[src/rtl/stage_ex_mdu.sv]
// Iterative RV32M mul/div beside EX: shift-add multiply / restoring divide, UNROLL bits per cycle.
// Latency N+1 (N=XLEN/UNROLL), 1 for div-by-zero/overflow; stall_req_o holds the pipe, rdy=0 freezes all state.
module stage_ex_mdu #(
  parameter int XLEN       = 32,
  parameter int UNROLL     = 1,
  parameter int REG_ADDR_W = 5
) (
  input  logic                  clk,
  input  logic                  rst,
  input  logic                  rdy,
  input  logic                  flush_i,
  input  logic                  valid_i,
  input  logic [2:0]            funct3_i,
  input  logic [XLEN-1:0]       reg1_i,
  input  logic [XLEN-1:0]       reg2_i,
  input  logic [REG_ADDR_W-1:0] wd_i,
  input  logic                  wreg_i,
  output logic                  stall_req_o,
  output logic                  valid_o,
  output logic [REG_ADDR_W-1:0] wd_o,
  output logic                  wreg_o,
  output logic [XLEN-1:0]       wdata_o
);

  localparam int N     = XLEN / UNROLL;
  localparam int CNT_W = (N > 1) ? $clog2(N) : 1;

  typedef enum logic [1:0] {S_IDLE, S_BUSY, S_DONE} state_t;

  state_t                r_state, w_state_nxt;
  logic [CNT_W-1:0]      r_cnt;
  logic [2*XLEN-1:0]     r_acc;
  logic [XLEN-1:0]       r_opd;
  logic [2:0]            r_funct3;
  logic                  r_neg;
  logic [REG_ADDR_W-1:0] r_wd;
  logic                  r_wreg;
  logic [REG_ADDR_W-1:0] r_wd_o;
  logic                  r_wreg_o;
  logic [XLEN-1:0]       r_wdata_o;

  logic                  w_is_div, w_s1, w_s2, w_neg1, w_neg2, w_res_neg;
  logic [XLEN-1:0]       w_mag1, w_mag2;
  logic                  w_div0, w_ovf, w_special;
  logic [XLEN-1:0]       w_special_res;
  logic                  w_last;
  logic [2*XLEN-1:0]     w_acc_step;
  logic [XLEN:0]         w_rem_ext;
  logic [XLEN-1:0]       w_quo;
  logic [2*XLEN:0]       w_mtmp;
  logic [2*XLEN-1:0]     w_prod;
  logic [XLEN-1:0]       w_result;

  // Operand decode at acceptance: which sources are signed, magnitudes and result sign.
  always_comb begin
    w_is_div  = funct3_i[2];
    w_s1      = (funct3_i == 3'b001) || (funct3_i == 3'b010) ||
                (funct3_i == 3'b100) || (funct3_i == 3'b110);
    w_s2      = (funct3_i == 3'b001) || (funct3_i == 3'b100) || (funct3_i == 3'b110);
    w_neg1    = w_s1 & reg1_i[XLEN-1];
    w_neg2    = w_s2 & reg2_i[XLEN-1];
    w_mag1    = w_neg1 ? (~reg1_i + 1'b1) : reg1_i;
    w_mag2    = w_neg2 ? (~reg2_i + 1'b1) : reg2_i;
    w_res_neg = (w_is_div && funct3_i[1]) ? w_neg1 : (w_neg1 ^ w_neg2);
    w_div0    = w_is_div && (reg2_i == '0);
    w_ovf     = w_is_div && !funct3_i[0] &&
                (reg1_i == {1'b1, {(XLEN-1){1'b0}}}) && (reg2_i == {XLEN{1'b1}});
    w_special = w_div0 | w_ovf;
    if (funct3_i[1]) w_special_res = w_div0 ? reg1_i : '0;
    else             w_special_res = w_div0 ? {XLEN{1'b1}} : reg1_i;
  end

  // One cycle of UNROLL steps; acc holds {partial, multiplier} or {remainder, quotient}.
  always_comb begin
    w_acc_step = r_acc;
    w_rem_ext  = '0;
    w_quo      = '0;
    w_mtmp     = '0;
    for (int i = 0; i < UNROLL; i++) begin
      if (r_funct3[2]) begin
        w_rem_ext = {w_acc_step[2*XLEN-1:XLEN], w_acc_step[XLEN-1]};
        w_quo     = {w_acc_step[XLEN-2:0], 1'b0};
        if (w_rem_ext >= {1'b0, r_opd}) begin
          w_rem_ext = w_rem_ext - {1'b0, r_opd};
          w_quo[0]  = 1'b1;
        end
        w_acc_step = {w_rem_ext[XLEN-1:0], w_quo};
      end else begin
        w_mtmp = {1'b0, w_acc_step};
        if (w_mtmp[0]) w_mtmp[2*XLEN:XLEN] = w_mtmp[2*XLEN:XLEN] + {1'b0, r_opd};
        w_mtmp     = w_mtmp >> 1;
        w_acc_step = w_mtmp[2*XLEN-1:0];
      end
    end
  end

  always_comb begin
    w_last   = (r_cnt == CNT_W'(N - 1));
    w_prod   = r_neg ? (~w_acc_step + 1'b1) : w_acc_step;
    w_result = '0;
    case (r_funct3)
      3'b000:         w_result = w_prod[XLEN-1:0];
      3'b001, 3'b010,
      3'b011:         w_result = w_prod[2*XLEN-1:XLEN];
      3'b100, 3'b101: w_result = r_neg ? (~w_acc_step[XLEN-1:0] + 1'b1) : w_acc_step[XLEN-1:0];
      default:        w_result = r_neg ? (~w_acc_step[2*XLEN-1:XLEN] + 1'b1)
                                       : w_acc_step[2*XLEN-1:XLEN];
    endcase
  end

  always_comb begin
    w_state_nxt = r_state;
    stall_req_o = 1'b0;
    valid_o     = 1'b0;
    case (r_state)
      S_IDLE: stall_req_o = rst & valid_i & !flush_i;
      S_BUSY: stall_req_o = !flush_i;
      S_DONE: valid_o     = !flush_i;
      default: ;
    endcase
    if (flush_i) begin
      w_state_nxt = S_IDLE;
    end else if (rdy) begin
      case (r_state)
        S_IDLE:  if (valid_i) w_state_nxt = w_special ? S_DONE : S_BUSY;
        S_BUSY:  if (w_last) w_state_nxt = S_DONE;
        S_DONE:  w_state_nxt = S_IDLE;
        default: w_state_nxt = S_IDLE;
      endcase
    end
  end

  always_ff @(posedge clk or negedge rst) begin
    if (!rst) begin
      r_state   <= S_IDLE;
      r_cnt     <= '0;
      r_acc     <= '0;
      r_opd     <= '0;
      r_funct3  <= '0;
      r_neg     <= 1'b0;
      r_wd      <= '0;
      r_wreg    <= 1'b0;
      r_wd_o    <= '0;
      r_wreg_o  <= 1'b0;
      r_wdata_o <= '0;
    end else begin
      r_state <= w_state_nxt;
      if (flush_i) begin
        r_cnt <= '0;
        if (r_state != S_IDLE) r_wreg_o <= 1'b0;
      end else if (rdy) begin
        case (r_state)
          S_IDLE: begin
            if (valid_i) begin
              r_cnt    <= '0;
              r_acc    <= {{XLEN{1'b0}}, (w_is_div ? w_mag1 : w_mag2)};
              r_opd    <= w_is_div ? w_mag2 : w_mag1;
              r_funct3 <= funct3_i;
              r_neg    <= w_res_neg;
              r_wd     <= wd_i;
              r_wreg   <= wreg_i & (wd_i != '0);
              if (w_special) begin
                r_wd_o    <= wd_i;
                r_wreg_o  <= wreg_i & (wd_i != '0);
                r_wdata_o <= w_special_res;
              end
            end
          end
          S_BUSY: begin
            r_acc <= w_acc_step;
            if (w_last) begin
              r_cnt     <= '0;
              r_wd_o    <= r_wd;
              r_wreg_o  <= r_wreg;
              r_wdata_o <= w_result;
            end else begin
              r_cnt <= r_cnt + CNT_W'(1);
            end
          end
          default: ;
        endcase
      end
    end
  end

  assign wd_o    = r_wd_o;
  assign wreg_o  = r_wreg_o;
  assign wdata_o = r_wdata_o;

endmodule

[config.mk]
export PLATFORM = sky130hd
export DESIGN_NAME = stage_ex_mdu
export DESIGN_NICKNAME = d
export VERILOG_FILES = /design/src/rtl/stage_ex_mdu.sv
export SDC_FILE = /design/constraint.sdc
export NUM_CORES = 1
export LEC_CHECK = 0
export ABC_AREA = 1
export BUFFER_PORTS_ARGS = -buffer_cell sky130_fd_sc_hd__buf_2
export CAP_MARGIN = 25
export CORE_UTILIZATION = 40
export CTS_BUF_LIST = sky130_fd_sc_hd__clkbuf_16
export DETAILED_ROUTE_END_ITERATION = 6
export PLACE_DENSITY = 0.52
export SYNTH_ARGS = -nofsm -noshare
export SYNTH_HDL_FRONTEND = slang
export SYNTH_SLANG_ARGS = --single-unit
[constraint.sdc]
create_clock -name clk -period 9.2 [get_ports clk]
set_clock_uncertainty 0.1 [all_clocks]
set_input_delay 1.84 -clock clk [delete_from_list [all_inputs] [get_ports clk]]
set_output_delay 1.84 -clock clk [all_outputs]
set_load 0.01 [all_outputs]
==> qor.txt, run 1 <==
Outcome: finished, violations left
Failing checks: DRC
ANT cells: 0
Post-synthesis adder-cell area fraction: 5.14%
Worst Hold End: r_wd[3]$_DFFE_PN0P_
Via count: 22.4k
Met3 Resource Use GR: 7.17%
Placer Congestion: 1.07
Total CTS buffers: 17
Slew headroom: 29.6%
P&R area growth vs syn: 9.13%
Syn nets: 3,349
Yosys reg bits: 151
Prevailing post-synth register cell: dfrtp_1
Worst slack, placed: 3.85 ns
Initial core utilization: 40.6%
R2R depth: 28
Reg clk slew, reported paths: 0.07 ns
DRC Markers: 7
Total gr overflow: 0
NumNets Final: 3,399
Critical Path Max Stage Delay: 0.48 ns
Synth Area in Compound Gates: 16.9%
Die width: 217 um
Syn avg cell area: 5.77 um2
Max Slew Vio Count: 0
TNS Setup: 0 ns
# setup viols final: 0
Port buffer count: 117
Commonest cells after routing, fill and taps aside: nand2_1 (984), inv_1 (439), nor2_1 (325)
Cells after synthesis: 3,198
CTS tree: done
Antenna violations before repair: 2
I/O pins: 118
Worst EP arrival: 5.58 ns
Final worst path period need: 5.32 ns
Final ANT Viol Nets: 0
Rows: 78
Most frequent CP cell: nand2_1
CTS Sinks: 151
Startpoint types: register
Min-delay src: r_wd[3]$_DFFE_PN0P_
Synth Area in XOR/XNOR: 5.22%
Pre-antenna DRT Iters: 7
Layer with the highest usage: met2
Asr flop ratio synth: 100%
Mapped Area: 18,500 um2
Clock Latency Late Sink: 0.48 ns
Worst Path Required: 9.47 ns
Initial DRC Count: 2,668
Clock root buffer: clkbuf_16
First-pass GRT wire length: 139,000 um
Detailed-route vias per instance: 5.80
CP Capture Type: register
Crit-path max FO: 37
RSZ-0062 raised after global routing: no
WP buf/inv: 4
Critical path class: reg -> reg
Fmax: 188 MHz
Commonest non-fill, non-tap cell in the layout: nand2_1
Hold Path Class: reg -> reg
Max stage delay cell, worst path: dfrtp_1
Setup Buffers After CTS: 0
Sequential fraction of the synthesis area: 20.5%
Met2 Use GR: 64.8%
Hold Path Depth: 2
GRT Util Overall: 40.4%
Delay-heaviest family, CP: simple AND/OR/NAND/NOR gates
Final setup margin: 3.88 ns
CTS max path bufs: 2
Simple-gate share of the synthesized area: 40.0%
Synth cell types: 57
Core area: 45,500 um2
Final wirelength: 95,400 um
Max-cap violations: 0
RR Startpoint: r_acc[38]$_DFFE_PN0P_
Number of global-route vias before repair: 20.9k
Post-CTS resize count: 0
Hold_buf cts: 0
Number of flops mapped to enable cells by yosys: 0
Measured slew at the worst slew-check pin: 1.05 ns
R2R setup slack: 3.88 ns
H-tree levels: 4
Die ar.: 47,000 um2
HPWL after DPL: 76,600 um
Routed len/inst: 24.7 um
GRT met1 Usage: 50.1%
Worst hold slack: 0.379 ns
Synth warn: 0
Reg-to-Reg End: wdata_o[24]$_DFFE_PN0P_
Final core occ: 44.3%
Pin count of the biggest net entering global routing: 77
Final hold vios: 0
Period utilization: 57.8%
Post-synthesis mux area share: 0.0610%
Largest family of logic cells by synthesized area: simple AND/OR/NAND/NOR gates
Die height: 217 um
Share of cells above drive strength 1: 9.02%
through the flow:
stage               cell area (um2)  std cells
floorplan                     18500       3198
global placement              19500       3824
detailed placement            19600       3827
CTS                           20100       3859
global route                  20100       3861
finish                        20100       3861
synthesized netlist by cell type, types with 17 or more instances:
| cell | n | area share, % |
|---|---|---|
| a21oi_1 | 171 | 4.6 |
| a31oi_1 | 22 | 0.75 |
| buf_2 | 19 | 0.52 |
| clkbuf_1 | 72 | 1.5 |
| dfrtp_1 | 151 | 20 |
| ha_1 | 71 | 4.8 |
| inv_1 | 439 | 8.9 |
| nand2_1 | 984 | 20 |
| nand2_2 | 29 | 0.98 |
| nand3_1 | 262 | 7.1 |
| nand4_1 | 38 | 1.3 |
| nor2_1 | 328 | 6.7 |
| nor2_2 | 24 | 0.81 |
| nor3_1 | 27 | 0.73 |
| o211ai_1 | 46 | 1.9 |
| o21ai_0 | 191 | 5.2 |
| o21ai_1 | 17 | 0.46 |
| o22ai_1 | 32 | 1.1 |
| xnor2_1 | 29 | 1.4 |
| xor2_1 | 81 | 3.8 |
worst max path at each step:
| stage | from | endpoint | depth (start not counted) |
|---|---|---|---|
| 2_1_floorplan | flush_i | stall_req_o | 4 |
| 3_3_place_gp | reg1_i[0] | wdata_o[6]$_DFFE_PN0P_ | 16 |
| 3_5_place_dp | reg1_i[0] | wd_o[3]$_DFFE_PN0P_ | 17 |
| 4_1_cts | r_acc[38]$_DFFE_PN0P_ | wdata_o[24]$_DFFE_PN0P_ | 28 |
| 5_1_grt | r_acc[38]$_DFFE_PN0P_ | wdata_o[24]$_DFFE_PN0P_ | 28 |
| 6_report | r_acc[38]$_DFFE_PN0P_ | wdata_o[24]$_DFFE_PN0P_ | 28 |
final cells by class:
class | instances | area, um2
repair buffers | 149 | 902
fillers | 5066 | 25300
flip-flops and latches | 151 | 3780
multi-input cells | 2470 | 12400
clock buffers | 17 | 425
well taps | 600 | 751
clock inverters | 15 | 120
inverters | 459 | 1720
layer usage:
metal	part of all wire [%]	up-vias
met3	8.2	280
met1	40	10500
met2	45	1202
met4	6.9	4
met5	0.028	-
li1	-	10400
state kept, by name (all words and copies together) (netlist names):
| signal | count |
|---|---|
| wd_o | 5 |
| wdata_o | 32 |
| r_neg | 1 |
| r_cnt | 5 |
| r_funct3 | 3 |
| r_opd | 32 |
| r_wd | 5 |
| r_state | 2 |
| r_wreg | 1 |
| wreg_o | 1 |
| r_acc | 64 |
cells by family (layout without fill, tap and decap cells):
| logic type | after synthesis | in the layout |
|---|---|---|
| adder cells (fa/ha/maj) | 75 | 75 |
| AO/OA/AOI/OAI | 543 | 543 |
| buffers and inverters | 577 | 640 |
| multiplexers | 1 | 1 |
| flip-flops | 151 | 151 |
| AND/OR/NAND/NOR | 1741 | 1741 |
| XOR/XNOR | 110 | 110 |
worst min-delay path: cells and delay by family (launching register included):
kind | cells | cell delay (ns)
flip-flops | 1 | 0.34
AND/OR/NAND/NOR | 2 | 0.11
Power of run 1 is left out: the tool's default activity adds up to more than one toggle a clock period on the data nets, which glitch-free logic cannot reach.
==> run 2, diff against run 1 <==
clock period = 5.33 ns   (was 9.2 ns; I/O delays follow)
==> run 2 against run 1 <==
Net effect: the run now ends clean; fmax rose by 16%; utilization rose by 0.17 points; wire length fell by 4.9%; largest cell class unchanged; via count fell by 1.6%; final cell count rose by 0.41%; count of clock-buffer cells in the layout did not move; setup slack got worse by 3.1 ns; non-clock buffer count rose by 16; cell area rose by 0.38%.
==> qor.txt, run 2 (same netlist as run 1, synthesis figures left out) <==
GRT met1 Usage: 49.5% (was 50.1%)
Die height: 217 um (unchanged)
Met2 Use GR: 61.6% (was 64.8%)
Via count: 22.0k (was 22.4k)
Critical Path Max Stage Delay: 0.47 ns (was 0.48 ns)
Startpoint types: register (unchanged)
CTS Sinks: 151 (unchanged)
Clock Latency Late Sink: 0.47 ns (was 0.48 ns)
Placer Congestion: 1.04 (was 1.07)
Pin count of the biggest net entering global routing: 69 (was 77)
Hold Path Class: in -> async (was reg -> reg)
Reg-to-Reg End: wdata_o[18]$_DFFE_PN0P_ (was wdata_o[24]$_DFFE_PN0P_)
Rows: 78 (unchanged)
Antenna violations before repair: 2 (unchanged)
Die ar.: 47,000 um2 (unchanged)
Initial core utilization: 40.6% (unchanged)
Post-CTS resize count: 0 (unchanged)
Share of cells above drive strength 1: 9.46% (was 9.02%)
Hold_buf cts: 0 (unchanged)
Die width: 217 um (unchanged)
First-pass GRT wire length: 133,000 um (was 139,000 um)
Final worst path period need: 4.60 ns (was 5.32 ns)
RSZ-0062 raised after global routing: no (unchanged)
RR Startpoint: r_opd[20]$_DFFE_PN0P_ (was r_acc[38]$_DFFE_PN0P_)
TNS Setup: 0 ns (unchanged)
I/O pins: 118 (unchanged)
Setup Buffers After CTS: 0 (unchanged)
CTS tree: done (unchanged)
Fmax: 218 MHz (was 188 MHz)
Initial DRC Count: 2,666 (was 2,668)
Max Slew Vio Count: 0 (unchanged)
Layer with the highest usage: met2 (unchanged)
Worst EP arrival: 4.84 ns (was 5.58 ns)
GRT Util Overall: 38.4% (was 40.4%)
R2R setup slack: 0.73 ns (was 3.88 ns)
R2R depth: 26 (was 28)
Most frequent CP cell: nand2_1 (unchanged)
Outcome: finished, final reports clean (was finished, violations left)
Slew headroom: 37.7% (was 29.6%)
H-tree levels: 4 (unchanged)
Critical path class: reg -> reg (unchanged)
Worst hold slack: 0.383 ns (was 0.379 ns)
P&R area growth vs syn: 9.54% (was 9.13%)
Detailed-route vias per instance: 5.69 (was 5.80)
DRC Markers: 0 (was 7)
HPWL after DPL: 74,500 um (was 76,600 um)
Period utilization: 86.2% (was 57.8%)
Final ANT Viol Nets: 0 (unchanged)
Delay-heaviest family, CP: simple AND/OR/NAND/NOR gates (unchanged)
Commonest cells after routing, fill and taps aside: nand2_1 (984), inv_1 (439), nor2_1 (325) (unchanged)
Total gr overflow: 0 (unchanged)
WP buf/inv: 4 (unchanged)
Total CTS buffers: 17 (unchanged)
Final hold vios: 0 (unchanged)
Final wirelength: 90,600 um (was 95,400 um)
Reg clk slew, reported paths: 0.08 ns (was 0.07 ns)
Commonest non-fill, non-tap cell in the layout: nand2_1 (unchanged)
Clock root buffer: clkbuf_16 (unchanged)
Measured slew at the worst slew-check pin: 0.934 ns (was 1.05 ns)
Number of global-route vias before repair: 20.4k (was 20.9k)
Routed len/inst: 23.4 um (was 24.7 um)
Final core occ: 44.5% (was 44.3%)
Port buffer count: 117 (unchanged)
NumNets Final: 3,415 (was 3,399)
ANT cells: 0 (unchanged)
Worst Path Required: 5.58 ns (was 9.47 ns)
Core area: 45,500 um2 (unchanged)
Register with the most flip-flops: r_acc (unchanged)
Crit-path max FO: 19 (was 37)
Met3 Resource Use GR: 6.75% (was 7.17%)
CP Capture Type: register (unchanged)
Max stage delay cell, worst path: dfrtp_1 (unchanged)
Max-cap violations: 0 (unchanged)
# setup viols final: 0 (unchanged)
Filler cells: 5,114 (was 5,066)
CTS max path bufs: 2 (unchanged)
Pre-antenna DRT Iters: 6 (was 7)
Max reg flops: 64 (unchanged)
## run 2: cell count changes in the layout (fill, tap and decap cells not counted), sizes merged
cell,previous run,this run
clkinvlp,4,3
bufinv,0,1
buf,149,165
## run 2: stage by stage
step / worst slack [ns] / area, um2 / cells
final: 0.735 / 20200 / 3877
after global routing: 0.437 / 20200 / 3877
after CTS: 0.839 / 20200 / 3877
after detailed placement: 0.824 / 19600 / 3845
after global placement: 0.903 / 19600 / 3845
after floorplan: 1.64 / 18500 / 3198
## run 2: metal layers
metal	up-vias	wire, um
met5	-	18
met4	2	5060
met3	189	7040
met2	1043	40800
met1	10400	37700
li1	10400	-
## run 2: how the worst max path moves through the flow
| stage | start | end | slack, ns | cells past startpoint |
|---|---|---|---|---|
| global route | r_opd[14]$_DFFE_PN0P_ | wdata_o[24]$_DFFE_PN0P_ | 0.44 | 27 |
| floorplan | r_acc[38]$_DFFE_PN0P_ | wdata_o[24]$_DFFE_PN0P_ | 1.64 | 28 |
| detailed placement | reg1_i[0] | wdata_o[8]$_DFFE_PN0P_ | 0.82 | 17 |
| CTS | r_opd[14]$_DFFE_PN0P_ | wdata_o[24]$_DFFE_PN0P_ | 0.84 | 27 |
| global placement | r_acc[38]$_DFFE_PN0P_ | wdata_o[18]$_DFFE_PN0P_ | 0.90 | 25 |
| finish | r_opd[20]$_DFFE_PN0P_ | wdata_o[18]$_DFFE_PN0P_ | 0.73 | 26 |
## run 2: worst register-to-register path: stages (launching register included)
cell and delay (ns):
dfrtp_1 0.47, inv_1 0.17, ha_1 0.41, nand2_1 0.13, nor2_1 0.19, nand2_1 0.12, nor2_2 0.17, nand2_1 0.11
nand2_2 0.09, nor2_4 0.05, nand2_8 0.16, buf_4 0.28, nand2_1 0.08, nand3_1 0.11, nand2_1 0.17, inv_1 0.26
ha_1 0.27, nand3_2 0.14, inv_2 0.07, nand2_1 0.09, o21ai_2 0.28, nand2_1 0.14, xor2_1 0.16, nand2_1 0.06
nand3_1 0.07, nand2_1 0.07, nand2_1 0.05
## run 2: cell type report
type | instances | area [um2] | area share (%)
inverter | 459 | 1720 | 8.52
tap | 600 | 751 | 3.71
multi-input combinational | 2470 | 12400 | 61.5
sequential | 151 | 3780 | 18.7
clock inverter | 15 | 146 | 0.724
clock buffer | 17 | 425 | 2.10
timing repair buffer | 165 | 952 | 4.71
Power of run 2 is left out for the same reason.
